<file path="src/rtl/riscv_ahb3lite_bus_arbiter.sv">
// Two-into-one AHB3-Lite master arbiter: merges the icache (ins) and dcache (dat) master buses onto one
// downstream port with fixed priority, per-port address capture, and burst/lock-aware grant holding.
module riscv_ahb3lite_bus_arbiter #(
    parameter int unsigned XLEN           = 32,
    parameter int unsigned PHYS_ADDR_SIZE = XLEN,
    parameter int unsigned HIGH_PRIO_PORT = 1
) (
    input  logic                      HCLK,
    input  logic                      HRESET,

    input  logic                      ins_HSEL,
    input  logic [PHYS_ADDR_SIZE-1:0] ins_HADDR,
    input  logic [XLEN-1:0]           ins_HWDATA,
    output logic [XLEN-1:0]           ins_HRDATA,
    input  logic                      ins_HWRITE,
    input  logic [2:0]                ins_HSIZE,
    input  logic [2:0]                ins_HBURST,
    input  logic [3:0]                ins_HPROT,
    input  logic [1:0]                ins_HTRANS,
    input  logic                      ins_HMASTLOCK,
    output logic                      ins_HREADY,
    output logic                      ins_HRESP,

    input  logic                      dat_HSEL,
    input  logic [PHYS_ADDR_SIZE-1:0] dat_HADDR,
    input  logic [XLEN-1:0]           dat_HWDATA,
    output logic [XLEN-1:0]           dat_HRDATA,
    input  logic                      dat_HWRITE,
    input  logic [2:0]                dat_HSIZE,
    input  logic [2:0]                dat_HBURST,
    input  logic [3:0]                dat_HPROT,
    input  logic [1:0]                dat_HTRANS,
    input  logic                      dat_HMASTLOCK,
    output logic                      dat_HREADY,
    output logic                      dat_HRESP,

    output logic                      bus_HSEL,
    output logic [PHYS_ADDR_SIZE-1:0] bus_HADDR,
    output logic [XLEN-1:0]           bus_HWDATA,
    input  logic [XLEN-1:0]           bus_HRDATA,
    output logic                      bus_HWRITE,
    output logic [2:0]                bus_HSIZE,
    output logic [2:0]                bus_HBURST,
    output logic [3:0]                bus_HPROT,
    output logic [1:0]                bus_HTRANS,
    output logic                      bus_HMASTLOCK,
    input  logic                      bus_HREADY,
    input  logic                      bus_HRESP
);

    localparam int unsigned NPORT     = 2;
    localparam logic [1:0]  HTRANS_IDLE   = 2'b00;
    localparam logic [2:0]  HBURST_SINGLE = 3'b000;
    localparam logic        HP = 1'(HIGH_PRIO_PORT);
    localparam logic        LP = ~HP;

    // Address-phase payload of one master; field order matches the concatenations below.
    typedef struct packed {
        logic                      sel;
        logic                      write;
        logic                      mastlock;
        logic [PHYS_ADDR_SIZE-1:0] addr;
        logic [2:0]                size;
        logic [2:0]                burst;
        logic [3:0]                prot;
        logic [1:0]                trans;
    } aph_t;

    aph_t [NPORT-1:0] live_aph;
    aph_t [NPORT-1:0] hold_q;
    aph_t [NPORT-1:0] src_aph;
    aph_t             gnt_aph;

    logic [NPORT-1:0] pend_q;
    logic [NPORT-1:0] dph_q;
    logic [NPORT-1:0] hready_c;
    logic [NPORT-1:0] live;
    logic [NPORT-1:0] req;
    logic [NPORT-1:0] gnt_oh;
    logic [NPORT-1:0] acc;
    logic [NPORT-1:0] pend_d;

    logic owner_q;
    logic lock_q;
    logic owner_burst;
    logic lock_c;
    logic gnt_vld;
    logic gnt_idx;

    assign live_aph[0] = {ins_HSEL, ins_HWRITE, ins_HMASTLOCK, ins_HADDR,
                          ins_HSIZE, ins_HBURST, ins_HPROT, ins_HTRANS};
    assign live_aph[1] = {dat_HSEL, dat_HWRITE, dat_HMASTLOCK, dat_HADDR,
                          dat_HSIZE, dat_HBURST, dat_HPROT, dat_HTRANS};

    // A master sees a stall while its captured request waits, else the downstream HREADY in its data phase.
    assign hready_c[0] = dph_q[0] ? bus_HREADY : ~pend_q[0];
    assign hready_c[1] = dph_q[1] ? bus_HREADY : ~pend_q[1];

    // Only NONSEQ/SEQ presented while the master believes it is being accepted count as new requests.
    assign live[0] = ~HRESET & live_aph[0].sel & live_aph[0].trans[1] & hready_c[0];
    assign live[1] = ~HRESET & live_aph[1].sel & live_aph[1].trans[1] & hready_c[1];
    assign req     = pend_q | live;

    assign src_aph[0] = pend_q[0] ? hold_q[0] : live_aph[0];
    assign src_aph[1] = pend_q[1] ? hold_q[1] : live_aph[1];

    // Owner keeps the bus through a locked sequence or while it is still walking a burst (SEQ/BUSY).
    assign owner_burst = live_aph[owner_q].sel
                       & (live_aph[owner_q].burst != HBURST_SINGLE)
                       & live_aph[owner_q].trans[0];
    assign lock_c      = ~HRESET & (lock_q | owner_burst);

    always_comb begin
        gnt_vld = 1'b0;
        gnt_idx = HP;
        if (lock_c) begin
            gnt_vld = 1'b1;
            gnt_idx = owner_q;
        end else if (req[HP]) begin
            gnt_vld = 1'b1;
            gnt_idx = HP;
        end else if (req[LP]) begin
            gnt_vld = 1'b1;
            gnt_idx = LP;
        end
    end

    assign gnt_oh  = gnt_vld ? (gnt_idx ? 2'b10 : 2'b01) : 2'b00;
    assign gnt_aph = gnt_vld ? src_aph[gnt_idx] : '0;
    assign acc     = live & gnt_oh & {NPORT{bus_HREADY}};

    // Capture whatever was presented but not taken; drop the capture once its grant completes.
    assign pend_d  = (pend_q | (live & ~acc)) & ~(gnt_oh & {NPORT{bus_HREADY}});

    always_ff @(posedge HCLK or posedge HRESET) begin
        if (HRESET) begin
            pend_q  <= '0;
            dph_q   <= '0;
            owner_q <= HP;
            lock_q  <= 1'b0;
        end else begin
            pend_q <= pend_d;
            if (bus_HREADY) begin
                dph_q <= gnt_oh;
                if (gnt_vld) begin
                    owner_q <= gnt_idx;
                    lock_q  <= gnt_aph.mastlock;
                end
            end
        end
    end

    for (genvar g = 0; g < NPORT; g++) begin : g_hold
        always_ff @(posedge HCLK or posedge HRESET) begin
            if (HRESET) begin
                hold_q[g] <= '0;
            end else if (live[g] && !acc[g]) begin
                hold_q[g] <= live_aph[g];
            end
        end
    end

    assign bus_HSEL      = gnt_aph.sel;
    assign bus_HWRITE    = gnt_aph.write;
    assign bus_HMASTLOCK = gnt_aph.mastlock;
    assign bus_HADDR     = gnt_aph.addr;
    assign bus_HSIZE     = gnt_aph.size;
    assign bus_HBURST    = gnt_aph.burst;
    assign bus_HPROT     = gnt_aph.prot;
    assign bus_HTRANS    = gnt_vld ? gnt_aph.trans : HTRANS_IDLE;

    // Write data follows whichever port owns the current data phase.
    assign bus_HWDATA = dph_q[1] ? dat_HWDATA :
                        dph_q[0] ? ins_HWDATA : '0;

    assign ins_HREADY = hready_c[0];
    assign dat_HREADY = hready_c[1];
    assign ins_HRDATA = dph_q[0] ? bus_HRDATA : '0;
    assign dat_HRDATA = dph_q[1] ? bus_HRDATA : '0;
    assign ins_HRESP  = dph_q[0] ? bus_HRESP  : 1'b0;
    assign dat_HRESP  = dph_q[1] ? bus_HRESP  : 1'b0;

endmodule

</file>
<file path="config.mk">
export PLATFORM = sky130hd
export DESIGN_NAME = riscv_ahb3lite_bus_arbiter
export DESIGN_NICKNAME = d
export VERILOG_FILES = /design/src/rtl/riscv_ahb3lite_bus_arbiter.sv
export SDC_FILE = /design/constraint.sdc
export NUM_CORES = 1
export LEC_CHECK = 0
export CORE_AREA = 2 2 131 133
export DETAILED_ROUTE_END_ITERATION = 10
export DIE_AREA = 0 0 133 135
export PLACE_DENSITY = 0.84
export SYNTH_ARGS = -nofsm -noshare
export SYNTH_HDL_FRONTEND = slang
export SYNTH_SLANG_ARGS = --single-unit
</file>
<file path="constraint.sdc">
create_clock -name HCLK -period 6.1 [get_ports HCLK]
set_input_delay 0.915 -clock HCLK [delete_from_list [all_inputs] [get_ports HCLK]]
set_output_delay 0.915 -clock HCLK [all_outputs]
set_load 0.02 [all_outputs]
</file>
* Word level (Yosys, flattened, before mapping)
Index checks and enable logic that the tools add are counted.
Word-level totals: word-level logic and storage cells 74, flip-flop bits (word level) 100, input port bits 194, output and inout port bits 147
Cells by class: bitwise operators 22, reductions and logical operators 6, multiplexer cells 24, $lt $le $gt $ge 2
Operator list (number):
- $mux W47 | 7
- $mux W32 | 4
- $and A2 B2 Y2 | 5
- $mux W1 | 10
- $and A1 B1 Y1 | 9
- $mux W2 | 3
- $lt A1 B2 Y1 const B | 2
- $not A2 Y2 | 2
- $or A2 B2 Y2 | 2
- $not A1 Y1 | 3
- $reduce_bool A3 Y1 | 1
- $logic_and A1 B1 Y1 | 2
- $logic_not A1 Y1 | 2
- $reduce_and A2 Y1 | 1
- $or A1 B1 Y1 | 1

* Logic depth before layout (Yosys ltp)
depth after elaboration 16, depth in mapped cells 8

* Worst setup path after synthesis
OpenSTA, ideal clock, no wires.
path type input -> output, start input port ins_HBURST[0], end output port bus_HBURST[0], data arrival time 2.571 ns, buffers on the path 3, cell stages on the path 7, required time 5.185 ns, setup slack 2.614 ns, cells stage by stage nor3_1 -> nor3_1 -> or3_1 -> buf_2 -> buf_2 -> clkbuf_1 -> o21ai_0
On the way: longest elaborated chain between the ends 11, elaborated cells on any way between the ends 13, those cells by class mux: 8; bitwise: 4; reduce/logical: 1
Ends and longest elaborated chain:
- start: declaration | RTL line 17 | input logic [2:0] ins_HBURST,
- $mux W47 (2 in a row)
- $reduce_bool A3 Y1 | RTL line 109 | & (live_aph[owner_q].burst != HBURST_SINGLE)
- $and A1 B1 Y1 | RTL line 109
- $and A1 B1 Y1 | RTL line 110 | & live_aph[owner_q].trans[0];
- $or A1 B1 Y1 | RTL line 111 | assign lock_c = ~HRESET & (lock_q | owner_burst);
- $and A1 B1 Y1 | RTL line 111
- $mux W1 | RTL line 116 | if (lock_c) begin
- $mux W47 (implied by the code) (2 in a row) | RTL line 129 | assign gnt_aph = gnt_vld ? src_aph[gnt_idx] : '0;
- $mux W47 (*) | RTL line 129
- end: declaration | RTL line 43 | output logic [2:0] bus_HBURST,
Every way passes the cells marked *; elsewhere a longest branch is shown, timed or not. The select of a mux whose other input is x is not followed.

* Worst setup path in the final report
start input port bus_HREADY, end output port bus_HSEL
On the way: longest elaborated chain between the ends 9, elaborated cells on any way between the ends 14, those cells by class mux: 11; bitwise: 3
Ends and longest elaborated chain:
- start: declaration | RTL line 47 | input logic bus_HREADY,
- $mux W1 | RTL line 96 | assign hready_c[0] = dph_q[0] ? bus_HREADY : ~pend_q[0];
- $and A1 B1 Y1 | RTL line 100 | assign live[0] = ~HRESET & live_aph[0].sel & live_aph[0].trans[1] & hready_c[0];
- $or A2 B2 Y2 (*) | RTL line 102 | assign req = pend_q | live;
- $mux W1 | RTL line 122 | end else if (req[LP]) begin
- $mux W1 | RTL line 119 | end else if (req[HP]) begin
- $mux W1 | RTL line 116
- $mux W47 (implied by the code) (2 in a row) | RTL line 129
- $mux W47 (*) | RTL line 129
- end: declaration | RTL line 37 | output logic bus_HSEL,
Marked as above.

==> impl_summary.log <==
[metrics] status: complete, no violations
[metrics] DRC viols: 0
[metrics] critical path class: in -> out
[metrics] cell type with the highest aggregate area in the netlist: dfrtp_1
[metrics] peak fanout along the critical path: 54
[metrics] final hold vios: 0
[metrics] worst setup skew after layout: about 0.0095 ns
[metrics] most area-consuming cells after synthesis: dfrtp_1 (36%), mux2_2 (13%), mux2_4 (12%)
[metrics] HPWL after DPL: approximately 18000 um
[metrics] floorplan die height: approximately 140 um
[metrics] critical path launch point type: input pin
[metrics] total internal power: around 2.6 mW
[metrics] area added between synthesis and finish: 55.0%
[metrics] master cell of the clock root buffer: clkbuf_16
[metrics] I/O pin count: around 340
[metrics] violation count after the first detailed-routing iteration: between 200 and 300
[metrics] post-CTS setup buffer count: 0
[metrics] part of the total power dissipated in the clock network: 14.0%
[metrics] Net Sw Frac: about two fifths
[metrics] total wire length: ~24000 um
[metrics] All-Layer GR Usage: about a quarter
[metrics] total negative setup slack: 0 ns
[metrics] Horiz. Die Dim: between 100 and 150 um
[metrics] shortest period the worst path allows: around 5 ns
[metrics] total power density per cell area: ~400 nW/um2
[metrics] cell types with the highest counts after synthesis: dfrtp_1 (99), nand2_1 (97), mux2_2 (80)
[metrics] Yosys Warn Count: 0
[metrics] last weighted congestion value of the routability-driven placer: approximately 0.81
[metrics] fraction of power consumed by sequential logic: between 20% and 30%
[metrics] actual transition at the worst max-transition pin: approximately 1.2 ns
[metrics] endpoint class of the critical path: output port
[metrics] Num Clock Sinks: 100
[metrics] number of core rows: 47
[metrics] cell with the most instances after synthesis: dfrtp_1
[metrics] post-cts sizing count: 0
[metrics] arrival time of data at the critical path endpoint: between 3 and 4 ns
[metrics] antenna violations before repair: 2
[metrics] placed cell area: between 10000 and 15000 um2
[metrics] number of flops mapped to enable cells by yosys: 0
[metrics] TritonCTS clock tree: built
[metrics] hold bufs inserted after CTS: 0
[metrics] GR Overflow Total: 0
[metrics] CTS H-tree lvls: 3
[metrics] area of the core: about 16000 um2
[metrics] Distinct cells, synth: 37
[metrics] total standard cell area after synthesis: 6940 um2
[metrics] unrepaired setup endpoints after global routing: false
[metrics] ys flop type: dfrtp_1
[metrics] sequential-to-total area share from yosys stat: 36.1%
[metrics] Synth top area share: between 30% and 40%
[metrics] final cell utilization of the core: between 60% and 70%
[metrics] number of global-route vias before repair: about 6400
[metrics] maximum number of buffers from clock root to sink: 2
[metrics] cells after synthesis: 673
[metrics] total of endpoints with negative setup slack in the final report: 0
[metrics] kind of path behind the tightest hold check: reg -> reg
[metrics] number of I/O port buffers: between 300 and 400
[metrics] Initial Utilization: between 40 and 50%
[metrics] sw power: around 1.6 mW
[metrics] Static Leakage: approximately 4.3 nW
[metrics] net count after synthesis: ~870
[metrics] fmax: 0.204 GHz
[metrics] fraction of final layout cells with drive strength greater than 1: between 15 and 20%
[metrics] required time of the critical path: approximately 5.2 ns
[metrics] post-synthesis async set-or-reset flop share: 100%
[metrics] post-synthesis area per instance: 10.3 um2
[metrics] Post-Place Worst Slack: roughly 1.2 ns
[metrics] final worst path period share: between 80% and 90%
[metrics] combinational share of power: 59.1%
[metrics] normalized max-slew margin: 20.8%
[metrics] max-cap check violation count: 0
[metrics] number of buffers inserted during clock tree synthesis: 9
[metrics] pins over their slew limit: 0
[metrics] number of nets at the end of the flow: roughly 1200
[metrics] smallest setup slack after layout: 1.20 ns
[metrics] remaining antenna violation count: 0
[metrics] first-pass detailed-route iteration total: 4
[metrics] WL per Instance: a little under 20 um
[metrics] total die area: around 18000 um2
[metrics] clock-pin slew on the worst setup and hold paths: around 0.070 ns
[metrics] post-synthesis sequential element count: 100
[metrics] worst vdd ir: between 0.2 and 0.25 mV
[metrics] clock latency at the later pin of the worst-skew pair: roughly 0.34 ns
[metrics] via/cell ratio: between 5 and 6
[metrics] largest net degree at the start of global routing: 69
[metrics] vias after detailed routing: around 6400
[metrics] first-pass GRT wire length: around 36000 um
[metrics] Layout Cell Area excl Fill: ~11000 um2
-- path summary, 6_finish.rpt --
check / start / to / slack, ns / cells past startpoint
setup / recovery: bus_HREADY / bus_HSEL / 1.20 / 7
hold / removal: hold_q[46] / hold_q[46] / 0.47 / 1
setup reg to reg: owner_q / hold_q[76] / 3.13 / 7
hold reg to reg: hold_q[46] / hold_q[46] / 0.47 / 1
max in group asynchronous: HRESET / hold_q[44] / 3.84 / 3
min in group asynchronous: HRESET / hold_q[48] / 1.11 / 2
-- state kept, by name (all words and copies together) (netlist names) --
name / cells
dph_q: 2
hold_q: 94
lock_q: 1
owner_q: 1
pend_q: 2
-- critical path: stages --
cell and delay, ns:
clkdlybuf4s50_1 0.61, nor2b_1 0.28, o21bai_1 0.13, or3_2 0.82, buf_12 0.33, o21ai_0 0.23, clkdlybuf4s50_1 0.64
-- cell usage in the layout, fill, tap and decap left out, types with 2 or more instances in the layout --
master,instances
mux2i_1,49
nor3_1,4
and2_1,67
o211ai_1,46
clkdlybuf4s50_1,340
a22o_1,31
mux2_2,80
a21oi_1,3
nand2_1,97
o21ai_0,50
nand2b_1,4
clkinv_4,2
dfrtp_1,96
or2_2,2
clkinvlp_4,2
inv_1,2
buf_4,12
mux2_4,56
dfrtp_2,3
clkbuf_16,9
nand3b_1,2
-- metrics by stage --
stage	hold slack, ns	total power [mW]	instances
floorplan	0.433	2.65	673
global placement	0.447	3.61	1185
detailed placement	0.449	3.67	1185
CTS	0.474	4.28	1201
global route	0.481	4.50	1202
finish	0.470	4.25	1202
-- kinds of logic (layout without fill, tap and decap cells) --
group / Yosys count / in the layout / share of synthesized area (%)
muxes: 185 / 185 / 32.2
AOI/OAI and AO/OA: 140 / 140 / 14.1
and+or+nand+nor: 183 / 183 / 13.0
DFF: 100 / 100 / 36.1
other: 0 / 1 / 0
buffers and inverters: 65 / 373 / 4.65
-- layer usage --
| metal | wire [um] | up-vias | GRT usage (%) |
|---|---|---|---|
| met3 | 1430 | 43 | 5.82 |
| met1 | 9630 | 3062 | 31.6 |
| li1 | - | 3012 | - |
| met4 | 681 | 2 | 8.96 |
| met2 | 12000 | 239 | 44.6 |
| met5 | 13 | - | 0 |
-- power by group through the flow --
stage	registers (mW)	logic (mW)	clock network [mW]
after floorplan	1.10	1.55	0
after global placement	1.13	2.49	0
after detailed placement	1.14	2.53	0
after CTS	1.14	2.53	0.608
after global routing	1.18	2.68	0.636
final	1.14	2.51	0.594
-- final cells by class --
cell class / instances / area (um2)
Tap cell: 220 / 275
Clock inverter: 6 / 71.3
Multi-Input combinational cell: 508 / 4120
Inverter: 4 / 17.5
Fill cell: 1290 / 5660
Sequential cell: 100 / 2510
Antenna cell: 1 / 2.50
Clock buffer: 10 / 239
Timing Repair Buffer: 353 / 3510
No activity file was read; power rests on OpenSTA's default activity.
